### src/rtl/banner_pkg.sv
// Shared types and geometry for the status-banner scheduler.
// Banner sits at a fixed 80x45 window; offsets into the sprite ROM are 12 bits wide.
package banner_pkg;

    typedef enum logic [1:0] {
        MSG_CHECK = 2'd0,
        MSG_MATE  = 2'd1,
        MSG_STALE = 2'd2,
        MSG_TURN  = 2'd3
    } msg_e;

    typedef enum logic [1:0] {
        IDLE   = 2'd0,
        SHOW   = 2'd1,
        STICKY = 2'd2
    } state_e;

    localparam int X0      = 560;
    localparam int Y0      = 434;
    localparam int W       = 80;
    localparam int H       = 45;
    localparam int H_TOTAL = 800;
    localparam int V_TOTAL = 525;
    localparam int OFF_W   = 12;

    // Fixed priority: checkmate, stalemate, check, turn.
    function automatic msg_e pick_msg(input logic [3:0] req);
        if (req[1])      return MSG_MATE;
        else if (req[2]) return MSG_STALE;
        else if (req[0]) return MSG_CHECK;
        else             return MSG_TURN;
    endfunction

endpackage

### src/rtl/banner_scheduler_if.sv
// Pixel-position, request and ROM-address signals between game logic, the
// scheduler and the pixel mux.
interface banner_scheduler_if;
    logic [9:0]  DrawX;
    logic [9:0]  DrawY;
    logic        blank;
    logic [3:0]  req;
    logic        clear;
    logic        banner_on;
    logic [1:0]  msg_id;
    logic [13:0] rom_address;
    logic        busy;

    modport master (
        output DrawX, DrawY, blank, req, clear,
        input  banner_on, msg_id, rom_address, busy
    );

    modport slave (
        input  DrawX, DrawY, blank, req, clear,
        output banner_on, msg_id, rom_address, busy
    );
endinterface

### src/rtl/banner_addr_gen.sv
// Banner window hit test and ROM address generation, registered once so the
// outputs for a pixel appear on the clock after that pixel is presented.
module banner_addr_gen
    import banner_pkg::*;
(
    input  logic        clk,
    input  logic        srst,
    input  logic [9:0]  draw_x,
    input  logic [9:0]  draw_y,
    input  logic        blank,
    input  logic        show,
    input  logic [1:0]  msg_id,
    output logic        banner_on,
    output logic [13:0] rom_address
);

    logic             in_x;
    logic             in_y;
    logic             in_region;
    logic [OFF_W-1:0] dx;
    logic [OFF_W-1:0] dy;
    logic [OFF_W-1:0] offset;
    logic             banner_on_reg;
    logic [13:0]      rom_address_reg;

    assign in_x      = (draw_x >= 10'(X0)) && (draw_x <= 10'(X0 + W - 1));
    assign in_y      = (draw_y >= 10'(Y0)) && (draw_y <= 10'(Y0 + H - 1));
    assign in_region = in_x && in_y;

    // Row stride of 80 built as 64 + 16; values outside the window are masked below.
    assign dx     = OFF_W'(draw_x) - OFF_W'(X0);
    assign dy     = OFF_W'(draw_y) - OFF_W'(Y0);
    assign offset = dx + (dy << 6) + (dy << 4);

    always_ff @(posedge clk) begin
        if (srst) begin
            banner_on_reg   <= 1'b0;
            rom_address_reg <= '0;
        end else begin
            banner_on_reg   <= in_region && blank && show;
            rom_address_reg <= in_region ? {msg_id, offset} : 14'd0;
        end
    end

    assign banner_on   = banner_on_reg;
    assign rom_address = rom_address_reg;

endmodule

### src/rtl/banner_scheduler.sv
// Picks one banner message per frame, holds it for a minimum time, latches
// terminal messages until cleared, blinks the check banner and drives the ROM address.
module banner_scheduler
    import banner_pkg::*;
#(
    parameter int MIN_FRAMES   = 60,
    parameter int BLINK_FRAMES = 30
) (
    input  logic             vga_clk,
    input  logic             reset,
    banner_scheduler_if.slave bus
);

    localparam int CW = (MIN_FRAMES > 0) ? $clog2(MIN_FRAMES + 1) : 1;
    localparam int BW = (BLINK_FRAMES > 0) ? $clog2(2 * BLINK_FRAMES) : 1;

    state_e        state_reg;
    state_e        state_next;
    msg_e          msg_reg;
    msg_e          msg_next;
    logic [CW-1:0] frame_cnt_reg;
    logic [CW-1:0] frame_cnt_next;
    logic [BW-1:0] blink_cnt_reg;
    logic [BW-1:0] blink_cnt_next;

    logic frame_tick;
    logic any_req;
    logic cnt_full;
    logic busy;
    logic blink_visible;
    msg_e top_msg;

    assign frame_tick = (bus.DrawX == 10'(H_TOTAL - 1)) && (bus.DrawY == 10'(V_TOTAL - 1));
    assign any_req    = |bus.req;
    assign top_msg    = pick_msg(bus.req);
    assign cnt_full   = int'(frame_cnt_reg) >= MIN_FRAMES;
    assign busy       = (state_reg != IDLE);

    assign blink_visible = (BLINK_FRAMES == 0) || (msg_reg != MSG_CHECK) ||
                           (int'(blink_cnt_reg) < BLINK_FRAMES);

    always_comb begin
        state_next     = state_reg;
        msg_next       = msg_reg;
        frame_cnt_next = frame_cnt_reg;
        blink_cnt_next = blink_cnt_reg;

        // clear beats a coincident frame_tick; live requests re-latch on the next tick
        if (bus.clear) begin
            state_next     = IDLE;
            msg_next       = MSG_CHECK;
            frame_cnt_next = '0;
            blink_cnt_next = '0;
        end else if (frame_tick) begin
            if (state_reg != IDLE) begin
                if (int'(blink_cnt_reg) == 2 * BLINK_FRAMES - 1) blink_cnt_next = '0;
                else                                             blink_cnt_next = blink_cnt_reg + BW'(1);
            end
            case (state_reg)
                IDLE: begin
                    if (any_req) begin
                        state_next     = SHOW;
                        msg_next       = top_msg;
                        frame_cnt_next = '0;
                        blink_cnt_next = '0;
                    end
                end
                SHOW: begin
                    if (!cnt_full) begin
                        frame_cnt_next = frame_cnt_reg + CW'(1);
                    end else if (msg_reg == MSG_MATE || msg_reg == MSG_STALE) begin
                        state_next = STICKY;
                    end else if (!any_req) begin
                        state_next     = IDLE;
                        msg_next       = MSG_CHECK;
                        frame_cnt_next = '0;
                        blink_cnt_next = '0;
                    end else if (top_msg != msg_reg) begin
                        // either a higher-priority request or the latched one was dropped
                        msg_next       = top_msg;
                        frame_cnt_next = '0;
                        blink_cnt_next = '0;
                    end
                end
                STICKY: begin
                end
                default: begin
                    state_next = IDLE;
                end
            endcase
        end
    end

    always_ff @(posedge vga_clk) begin
        if (reset) begin
            state_reg     <= IDLE;
            msg_reg       <= MSG_CHECK;
            frame_cnt_reg <= '0;
            blink_cnt_reg <= '0;
        end else begin
            state_reg     <= state_next;
            msg_reg       <= msg_next;
            frame_cnt_reg <= frame_cnt_next;
            blink_cnt_reg <= blink_cnt_next;
        end
    end

    assign bus.busy   = busy;
    assign bus.msg_id = msg_reg;

    banner_addr_gen u_addr_gen (
        .clk         (vga_clk),
        .srst        (reset),
        .draw_x      (bus.DrawX),
        .draw_y      (bus.DrawY),
        .blank       (bus.blank),
        .show        (busy && blink_visible),
        .msg_id      (msg_reg),
        .banner_on   (bus.banner_on),
        .rom_address (bus.rom_address)
    );

endmodule

### src/flat_wrapper.sv
// flat-port wrapper written by rule: the top's interface ports become plain ports
module banner_scheduler_flat import banner_pkg::*;
#(
    parameter int MIN_FRAMES   = 60,
    parameter int BLINK_FRAMES = 30
)
  (vga_clk, reset, bus_DrawX, bus_DrawY, bus_blank, bus_req, bus_clear, bus_banner_on, bus_msg_id, bus_rom_address, bus_busy);
  banner_scheduler_if bus_i ();
  input  logic vga_clk;
  input  logic reset;
  input wire logic [$bits(bus_i.DrawX)-1:0] bus_DrawX;
  input wire logic [$bits(bus_i.DrawY)-1:0] bus_DrawY;
  input wire logic [$bits(bus_i.blank)-1:0] bus_blank;
  input wire logic [$bits(bus_i.req)-1:0] bus_req;
  input wire logic [$bits(bus_i.clear)-1:0] bus_clear;
  output wire logic [$bits(bus_i.banner_on)-1:0] bus_banner_on;
  output wire logic [$bits(bus_i.msg_id)-1:0] bus_msg_id;
  output wire logic [$bits(bus_i.rom_address)-1:0] bus_rom_address;
  output wire logic [$bits(bus_i.busy)-1:0] bus_busy;
  assign bus_i.DrawX = bus_DrawX;
  assign bus_i.DrawY = bus_DrawY;
  assign bus_i.blank = bus_blank;
  assign bus_i.req = bus_req;
  assign bus_i.clear = bus_clear;
  assign bus_banner_on = bus_i.banner_on;
  assign bus_msg_id = bus_i.msg_id;
  assign bus_rom_address = bus_i.rom_address;
  assign bus_busy = bus_i.busy;
  banner_scheduler #(.MIN_FRAMES(MIN_FRAMES), .BLINK_FRAMES(BLINK_FRAMES)) u_core (.vga_clk(vga_clk), .reset(reset), .bus(bus_i));
endmodule
### config.mk
export PLATFORM = sky130hd
export DESIGN_NAME = banner_scheduler_flat
export DESIGN_NICKNAME = d
export VERILOG_FILES = /design/src/rtl/banner_pkg.sv /design/src/rtl/banner_scheduler_if.sv /design/src/rtl/banner_addr_gen.sv /design/src/rtl/banner_scheduler.sv /design/src/flat_wrapper.sv
export SDC_FILE = /design/constraint.sdc
export NUM_CORES = 1
export LEC_CHECK = 0
export ABC_AREA = 1
export BUFFER_PORTS_ARGS = -buffer_cell sky130_fd_sc_hd__clkbuf_2
export CAP_MARGIN = 20
export CORE_UTILIZATION = 42
export DETAILED_ROUTE_END_ITERATION = 16
export GPL_TIMING_DRIVEN = 0
export PLACE_DENSITY_LB_ADDON = 0.1
export SETUP_SLACK_MARGIN = 0.15
export SYNTH_ARGS = -nofsm -noshare
export SYNTH_HDL_FRONTEND = slang
export SYNTH_SLANG_ARGS = --single-unit
### constraint.sdc
create_clock -name vga_clk -period 2.2 [get_ports vga_clk]
set_input_delay 0.22 -clock vga_clk [delete_from_list [all_inputs] [get_ports vga_clk]]
set_output_delay 0.22 -clock vga_clk [all_outputs]
set_load 0.02 [all_outputs]
After elaboration in Yosys (flattened, before gate mapping)
Index checks and enable logic that the tools add are counted.
{ "word_totals": {"wordCells": 82, "regBits": 31, "out_inout_bits": 18, "input_bits": 28} }
{ "classes": {"eq_ne": 15, "reduce_logical": 19, "add_sub_neg": 6, "order_cmp": 6, "mux": 28, "bitwise": 2} }
{ "ops": {"columns": ["op", "n"], "rows": [
  ["$mux W6", 12],
  ["$add A12 B12 Y12", 2],
  ["$mux W2", 12],
  ["$pmux W6 S2", 2],
  ["$eq A10 B10 Y1 const B", 2],
  ["$add A6 B1 Y6 const B", 2],
  ["$sub A10 B10 Y11 const B", 1],
  ["$ge A10 B10 Y1 const B", 1],
  ["$ge A10 B9 Y1 const B", 1],
  ["$le A10 B10 Y1 const B", 1],
  ["$le A10 B9 Y1 const B", 1],
  ["$reduce_and A5 Y1", 2],
  ["$ne A3 B3 Y1 const B", 3],
  ["$sub A8 B8 Y8 const B", 1],
  ["$logic_and A1 B1 Y1", 7],
  ["$eq A6 B4 Y1 const B", 1],
  ["$ge A6 B6 Y1 const B", 1],
  ["$lt A6 B5 Y1 const B", 1],
  ["$pmux W2 S3", 1],
  ["$reduce_and A6 Y1", 1],
  ["$reduce_bool A2 Y1", 3],
  ["$eq A2 B1 Y1 const B", 2],
  ["$eq A2 B2 Y1 const B", 2],
  ["$ne A2 B1 Y1 const B", 2],
  ["9 further kinds", 12]
]} }

Logic depth before layout (Yosys ltp)
Gate-level depths: netlist of run 1.
{ "logic_depth": {"depth_word": 9, "ltp_mapped": 16, "ltp_nobuf": 16} }

By module
A second synthesis of run 1 with hierarchy kept.
{ "unflattened": {"cells_unflattened": 389, "area_unflattened_um2": 2595.0} }
{ "by_module_without_submodules": {"columns": ["mod", "seq_area_each_um2", "cells_each", "instances", "area_each_um2"], "rows": [
  ["banner_scheduler", 320.3, 230, 1, 1427.6],
  ["banner_addr_gen", 300.3, 159, 1, 1167.4]
]} }

Least setup slack after synthesis of run 1
Ideal clock, no wire load.
{ "synth_timing": {"kind": "input to register", "startpoint": "input bus_DrawY[1]", "endpoint": "register u_core.u_addr_gen.rom_address_reg[10] (netlist: u_core.u_addr_gen.rom_address[10])", "stages": 13, "path_slack_ns": -0.189, "setup_ns": 0.115, "arrival_time_ns": 2.275, "required_time_ns": 2.085, "cell_sequence": "inv_1 -> ha_1 -> xnor2_1 -> inv_1 -> fa_1 -> ha_1 -> a21oi_1 -> nand2_1 -> a21oi_1 -> nor2_1 -> nor2_1 -> a21oi_1 -> o21a_1"} }
{ "synth_via": {"elab_chain_cells": 5, "elab_cells_between_ends": 9, "classes_between": "add/sub: 3; order compare: 2; bitwise: 1; reduce/logical: 3"} }
{ "synth_rtl": {"columns": ["item", "line", "rtl"], "rows": [
  ["start, declared", "flat_wrapper.sv:12", "input wire logic [$bits(bus_i.DrawY)-1:0] bus_DrawY;"],
  ["parallel branches: the longest is 5 deep, another holds $add A12 B12 Y12", null, null],
  ["end signal, assigned", "banner_addr_gen.sv:41", "rom_address_reg <= in_region ? {msg_id, offset} : 14'd0;"],
  ["end, declared", "banner_addr_gen.sv:24", "logic [13:0] rom_address_reg;"]
]} }
Parallel ways; which one is timed is not known.
A chain may end at the register's enable or synchronous reset.

Worst setup path after layout of run 1
Same ends and word-level chain as after synthesis.

==> results of run 1 <==
final cells by class:
| class | instances | share of cell area [%] |
|---|---|---|
| clock buffers | 6 | 2.564 |
| well taps | 72 | 2.797 |
| multi-input cells | 252 | 54.23 |
| repair buffers | 58 | 12.04 |
| clock inverters | 2 | 1.088 |
| flip-flops and latches | 31 | 19.27 |
| inverters | 61 | 7.848 |
| plain buffers | 1 | 0.1554 |
synthesized netlist by cell type, types with 2 or more instances:
cell / count / area share, %
nor4_1: 2 / 0.52
nand4_1: 9 / 2.4
a21oi_1: 9 / 1.9
inv_1: 54 / 8.5
nor2_2: 13 / 3.4
nand2_1: 71 / 11
o21ai_0: 3 / 0.63
nor2_1: 44 / 6.9
inv_2: 5 / 0.79
ha_1: 15 / 7.9
nand3_2: 3 / 1.3
dfxtp_1: 31 / 26
nor2_4: 4 / 1.9
a21oi_2: 2 / 0.73
nand2_4: 2 / 0.94
o21ai_1: 6 / 1.3
xor2_1: 4 / 1.5
nand3_1: 30 / 6.3
xnor2_1: 5 / 1.8
fa_1: 6 / 5.0
nand2_2: 7 / 1.8
nor2_8: 2 / 1.7
nor3_1: 4 / 0.84
through the flow:
step / setup slack, ns / TNS [ns]
after CTS: 0.09117 / 0
after global placement: -0.4009 / -1.052
final: 0.1300 / 0
after global routing: 0.05165 / 0
after detailed placement: -0.4369 / -1.102
after floorplan: -0.06910 / -0.06910
path summary, 6_finish.rpt:
kind                                                                endpoint  slack [ns]
worst min register to register          u_core.frame_cnt_reg[0]$_SDFFE_PP0P_        0.50
worst max register to register          u_core.frame_cnt_reg[1]$_SDFFE_PP0P_        0.55
worst max-delay path            u_core.u_addr_gen.rom_address[10]$_SDFF_PP0_        0.13
worst min-delay path                  u_core.u_addr_gen.banner_on$_SDFF_PP0_        0.15
power groups by stage:
stage                     combinational [mW]  clock [mW]  sequential, mW
final                                  0.619       0.596           0.561
after CTS                              0.440       0.612           0.561
after detailed placement               0.381           0           0.574
after global placement                 0.377           0           0.574
after global routing                   0.686       0.644           0.561
after floorplan                        0.284           0           0.575
placed cells by master (no fill, tap or decap), types with 2 or more instances in the layout:
cell | Yosys | layout
nand2_1 | 71 | 61
nor2_1 | 44 | 42
inv_1 | 54 | 40
clkbuf_2 | 0 | 40
dfxtp_1 | 31 | 31
nand3_1 | 30 | 26
nand2_2 | 7 | 16
inv_2 | 5 | 13
nor2_2 | 13 | 12
buf_4 | 0 | 12
nand4_1 | 9 | 9
nor2_4 | 4 | 7
ha_1 | 15 | 7
nand3_2 | 3 | 6
a21oi_2 | 2 | 6
ha_4 | 0 | 6
clkbuf_8 | 0 | 6
o21ai_1 | 6 | 5
inv_4 | 0 | 4
xor2_1 | 4 | 4
a21oi_1 | 9 | 4
fa_1 | 6 | 4
nand2_4 | 2 | 3
o21ai_0 | 3 | 3
nor3_1 | 4 | 3
xnor2_1 | 5 | 3
xnor2_2 | 0 | 2
nand3_4 | 1 | 2
nor4_1 | 2 | 2
nor2_8 | 2 | 2
clkinv_2 | 1 | 2
fa_2 | 0 | 2
ha_2 | 0 | 2
buf_8 | 0 | 2
buf_6 | 0 | 2
layer usage:
metal	GRT usage, %	vias to the layer above	part of all wire [%]
li1	-	1223	-
met1	27.66	1012	49
met2	29.29	49	45
met3	4.588	8	4.6
met4	6.226	0	1.4
met5	0	-	0
worst register-to-register path: stages, from the launching register on:
cell and delay [ns]:
dfxtp_1 0.41, inv_1 0.10, ha_1 0.28, inv_1 0.04
nor2_1 0.16, inv_2 0.07, nand2_1 0.11, nand2_4 0.10
nand2_2 0.10, nand2_1 0.05, o21ai_1 0.09, nor2_2 0.04
timing repair:
item                                    CTS  global route
gates resized for setup                  15            62
hold buffers                              0             0
endpoints found under the setup margin    3             3
buffers inserted                          8             5
pin swaps                                13            35
cell families (layout without fill, tap and decap cells):
logic type	count (synthesis)	in the layout
fa+ha+maj	21	21
xor+xnor	9	9
buf+inv	62	128
flops	31	31
simple gates	196	196
compound gates	26	26
==> run_results.csv, run 1 <==
group,metric,value,unit
power,ir_drop,0.3257,mV
setup_path,worstPathArrival,2.26,ns
job,cap_violations,0,
setup_path,crit_family,"adder cells",
die,pin_count,46,
finish,fill_cells,523,
logic_synthesis,synth-simple-area-share,41.57,%
power,power_frac_seq,31.6,%
detailed_routing,drtAntennaViolNets,0,
clock_network,root_buffer,"clkbuf_8",
power,power.switching,542.0,uW
timing,hold_viol,0,
hold_path,hold_depth,3,
setup_path,crit_type,"input port to flip-flop",
power,power_frac_clock,33.5,%
global_routing,grt_pass1_vias,2033,
logic_synthesis,muxShareOfSynthArea,0,%
global_routing,grt_util_all_layers,19.62,%
global_routing,grt_pass1_wl,9239,um
setup_path,worstPathRequired,2.39,ns
logic_synthesis,yosysSeqAreaShare,25.97,%
logic_synthesis,synth_fp_nets,394,
logic_synthesis,ys_warn_count,0,
power,p_leak,1.550,nW
detailed_routing,routed_via_density,4.745,
logic_synthesis,ys_types,37,
timing,maxSlewHeadroom,62.55,%
hold_path,hold_start,"bus_blank",
finish,drive_gt1_share,38.69,%
clock_network,cts_buffers,5,
timing,fin_skew,0.007691,ns
hold_path,hold_class,"input port to flip-flop",
timing,fin_hold_ws,0.1522,ns
clock_network,clk_latency,0.29,ns
timing,fmax,0.4831,GHz
clock_network,clk_path_buf_depth,2,
placement,place_hpwl,4273,um
detailed_routing,wl_per_cell,11.63,um
placement,io_buffers,45,
die,die_x,77.43,um
setup_path,cp_max_fo,4,
setup_path,start_kind,"input port",
setup_path,cp.depth,14,
power,total_power,1.776,mW
detailed_routing,drc,0,
die,core,5507,um2
detailed_routing,drt_wl_total,5619,um
power,p_int,1.234,mW
finish,antenna_cells,0,
placement,place_area,2743,um2
clock_network,cts_max_level,2,
detailed_routing,vias,2292,
clock_network,tritoncts,"yes",
setup_path,rr_worst_depth,11,
setup_path,endpoint_kind,"flip-flop",
timing,post-route-period-util,94.09,%
global_routing,grt_overflow,0,
setup_path,crit_chain,"clkbuf_16 -> inv_8 -> ha_4 -> xnor2_2 -> inv_1 -> fa_1 -> ha_4 -> nand3_2 -> nand2_2 -> a21oi_4 -> nor2_4 -> nor2_4 -> buf_4 -> o21a_1",
outcome,status,"completed",
finish,multi_input_area,1747,um2
logic_synthesis,synth_ff_type,"dfxtp_1",
power,power_switching_share,30.52,%
logic_synthesis,synth_xor_area_share,3.298,%
logic_synthesis,synth_seq_cells,31,
logic_synthesis,syn_inst,345,
finish,regArea,620.6,um2
finish,layout.nets,459,
setup_path,crit_start,"bus_DrawY[1]",
global_routing,grt_max_degree,11,
finish,final_cells,483,
clock_network,clock_sinks,31,
logic_synthesis,synth-compound-area-share,6.440,%
die,dieHeight,77.43,um
logic_synthesis,synth_edf_count,0,
finish,largest_register_ffs,14,
timing,slew_viol_final,0,
setup_path,max_stage_delay,0.50,ns
die,die_area,5995,um2
timing,worst_pin_slew,0.5597,ns
logic_synthesis,synthAdderAreaFrac,12.88,%
logic_synthesis,ys_async_sr_fraction,0,%
global_routing,antenna_found_initial,0,
die,initial_utilization,43.40,%
placement,routabilityCongestion,0.7877,
finish,finalCoreUtilization,58.49,%
detailed_routing,firstDrtPassIters,4,
logic_synthesis,synth_top_family_by_area,"simple AND/OR/NAND/NOR gates",
power,power_density,551.4,nW/um2
power,combinationalPowerShare,34.8,%
timing,finalSetupViolations,0,
logic_synthesis,syn_avg_cell_area,6.927,um2
timing,rsz0062_at_grt,"true",
clock_network,clkTransAtPathRegs,0.07,ns
die,rows,27,
setup_path,cp_num_buf_inv,4,
detailed_routing,drt_iter0_markers,80,
finish,final_area,3221,um2
finish,syn_to_final_growth,34.76,%
logic_synthesis,synth_area,2390,um2
timing,min_period,2.070,ns
placement,post-place-cells,462,
setup_path,rr_startpoint,"u_core.bus.msg_id[1]$_SDFFE_PP0P_",
setup_path,crit_slowest_cell,"fa_1",
Note: power is estimated with default switching activity, not from simulation.
==> run 2: changes to the inputs <==
--- a/config.mk
+++ b/config.mk
@@ -8,11 +8,13 @@
 export ABC_AREA = 1
 export BUFFER_PORTS_ARGS = -buffer_cell sky130_fd_sc_hd__clkbuf_2
 export CAP_MARGIN = 20
+export CORE_MARGIN = 10
 export CORE_UTILIZATION = 42
 export DETAILED_ROUTE_END_ITERATION = 16
 export GPL_TIMING_DRIVEN = 0
 export PLACE_DENSITY_LB_ADDON = 0.1
 export SETUP_SLACK_MARGIN = 0.15
+export SLEW_MARGIN = 30
 export SYNTH_ARGS = -nofsm -noshare
 export SYNTH_HDL_FRONTEND = slang
 export SYNTH_SLANG_ARGS = --single-unit
==> run 2 against run 1 <==
Net effect:
- worst hold slack is essentially flat
- clock-buffer cell count unchanged
- clock skew rose by 0.0022 ns
- routed wire length is 1.6% higher
- final area shrank 5.3%
- maximum frequency rose by 0.71%
- first-iteration DRC count grew 5.0%
- die area grew 52%
==> run_results.csv, run 2 (same netlist as run 1, synthesis figures left out) <==
group,metric,value,unit
outcome,status,"completed",
power,power_frac_seq,37.0,%
power,ir_drop,0.2243,mV
placement,routabilityCongestion,0.7980,
global_routing,grt_overflow,0,
power,combinationalPowerShare,33.6,%
die,die_x,95.43,um
timing,fmax,0.4865,GHz
die,pin_count,46,
finish,final_cell_mix,"nand2_1, inv_1, nor2_1",
setup_path,cp_max_fo,3,
detailed_routing,vias,2257,
finish,largest_register_ffs,14,
clock_network,cts_max_level,2,
clock_network,root_buffer,"clkbuf_8",
detailed_routing,drt_wl_total,5708,um
finish,syn_to_final_growth,27.64,%
detailed_routing,dr.max_layer_used,"met4",
finish,antenna_cells,0,
detailed_routing,firstDrtPassIters,4,
die,die_area,9107,um2
job,cap_violations,0,
clock_network,clock_sinks,31,
clock_network,clk_path_buf_depth,2,
finish,multi_input_area,1667,um2
power,p_leak,1.510,nW
placement,io_buffers,45,
hold_path,hold_start,"bus_blank",
global_routing,grt_pass1_vias,2168,
timing,fin_hold_ws,0.1524,ns
power,power.switching,488.6,uW
global_routing,grt_max_degree,11,
global_routing,grt_pass1_wl,9722,um
timing,finalSetupViolations,0,
detailed_routing,drt_iter0_markers,84,
die,core,5507,um2
power,power_frac_clock,29.3,%
power,power_density,496.7,nW/um2
power,p_int,1.027,mW
timing,worst_pin_slew,0.6000,ns
global_routing,antenna_found_initial,0,
timing,fin_skew,0.009871,ns
power,power_switching_share,32.25,%
timing,maxSlewHeadroom,59.85,%
finish,layout.nets,457,
finish,final_common_cell,"nand2_1",
placement,place_hpwl,4621,um
timing,slew_viol_final,0,
die,rows,27,
detailed_routing,wl_met1,2890,um
die,initial_utilization,43.40,%
finish,drive_gt1_share,32.52,%
die,dieHeight,95.43,um
detailed_routing,dr_wl_met3,331,um
setup_path,start_kind,"input port",
clock_network,clk_latency,0.28,ns
global_routing,grt_util_all_layers,13.24,%
timing,hold_viol,0,
power,total_power,1.515,mW
detailed_routing,drtAntennaViolNets,0,
detailed_routing,drc,0,
setup_path,rr_startpoint,"u_core.bus.msg_id[1]$_SDFFE_PP0P_",
clock_network,hold_buffers,0,
clock_network,tritoncts,"yes",
timing,min_period,2.055,ns
clock_network,cts_buffers,5,
setup_path,worstPathRequired,2.39,ns
detailed_routing,route.met2.wl,2415,um
finish,fill_cells,557,
detailed_routing,routed_via_density,4.692,
timing,rsz0062_at_grt,"true",
clock_network,clkTransAtPathRegs,0.08,ns
hold_path,hold_class,"input port to flip-flop",
setup_path,worstPathArrival,2.25,ns
setup_path,crit_type,"input port to flip-flop",
setup_path,crit_start,"bus_DrawX[5]",
finish,finalCoreUtilization,55.40,%
setup_path,endpoint_kind,"flip-flop",
finish,regArea,620.6,um2
detailed_routing,wl_per_cell,11.87,um
timing,post-route-period-util,93.43,%
run 2: critical path: stages:
cell,delay [ns]
buf_4,0.11
ha_4,0.14
inv_2,0.05
nand2_1,0.06
nand2_2,0.06
fa_2,0.57
inv_1,0.05
ha_1,0.29
nand3_1,0.10
nand2_2,0.08
a21oi_2,0.12
nor2_1,0.05
nor2_1,0.13
a21oi_1,0.08
o21a_1,0.11
run 2: path summary, 6_finish.rpt:
kind                                                  end  slack (ns)  cells past startpoint
max          u_core.u_addr_gen.rom_address[10]$_SDFF_PP0_        0.14                     15
max reg2reg          u_core.frame_cnt_reg[1]$_SDFFE_PP0P_        0.53                     11
min                u_core.u_addr_gen.banner_on$_SDFF_PP0_        0.15                      3
min reg2reg          u_core.frame_cnt_reg[0]$_SDFFE_PP0P_        0.49                      2
run 2: repair_timing:
item | CTS | global route
pin swaps | 15 | 20
setup endpoints to repair | 3 | 3
resized for setup | 20 | 19
buffers inserted | 7 | 4
run 2: metal layers:
layer	track usage [%]	vias up
met3	4.242	6
met1	18.07	987
met2	19.72	43
met4	3.317	0
met5	0	-
li1	-	1221
run 2: area by class of cell:
| type | count | area share [%] |
|---|---|---|
| multi-input cells | 252 | 54.63 |
| flip-flops and latches | 31 | 20.34 |
| repair buffers | 56 | 11.24 |
| inverters | 61 | 7.875 |
| well taps | 72 | 2.953 |
| clock buffers | 6 | 2.379 |
| clock inverters | 2 | 0.4102 |
| plain buffers | 1 | 0.1641 |
run 2: power by group through the flow:
stage | sequential (mW) | clock [mW] | combinational, mW
2_1_floorplan | 0.575 | 0 | 0.284
3_3_place_gp | 0.574 | 0 | 0.378
3_5_place_dp | 0.574 | 0 | 0.379
4_1_cts | 0.561 | 0.460 | 0.456
5_1_grt | 0.561 | 0.496 | 0.574
6_report | 0.561 | 0.444 | 0.510
run 2: stage by stage:
stage          TNS (ns)  setup WS (ns)  std cells  cell area, um2
3_3_place_gp     -1.062        -0.4037        462            2743
4_1_cts               0        0.09449        477            2962
6_report              0         0.1445        481            3050
3_5_place_dp     -1.062        -0.4121        462            2743
5_1_grt        -0.01401       -0.01401        481            3050
2_1_floorplan  -0.06910       -0.06910        345            2427
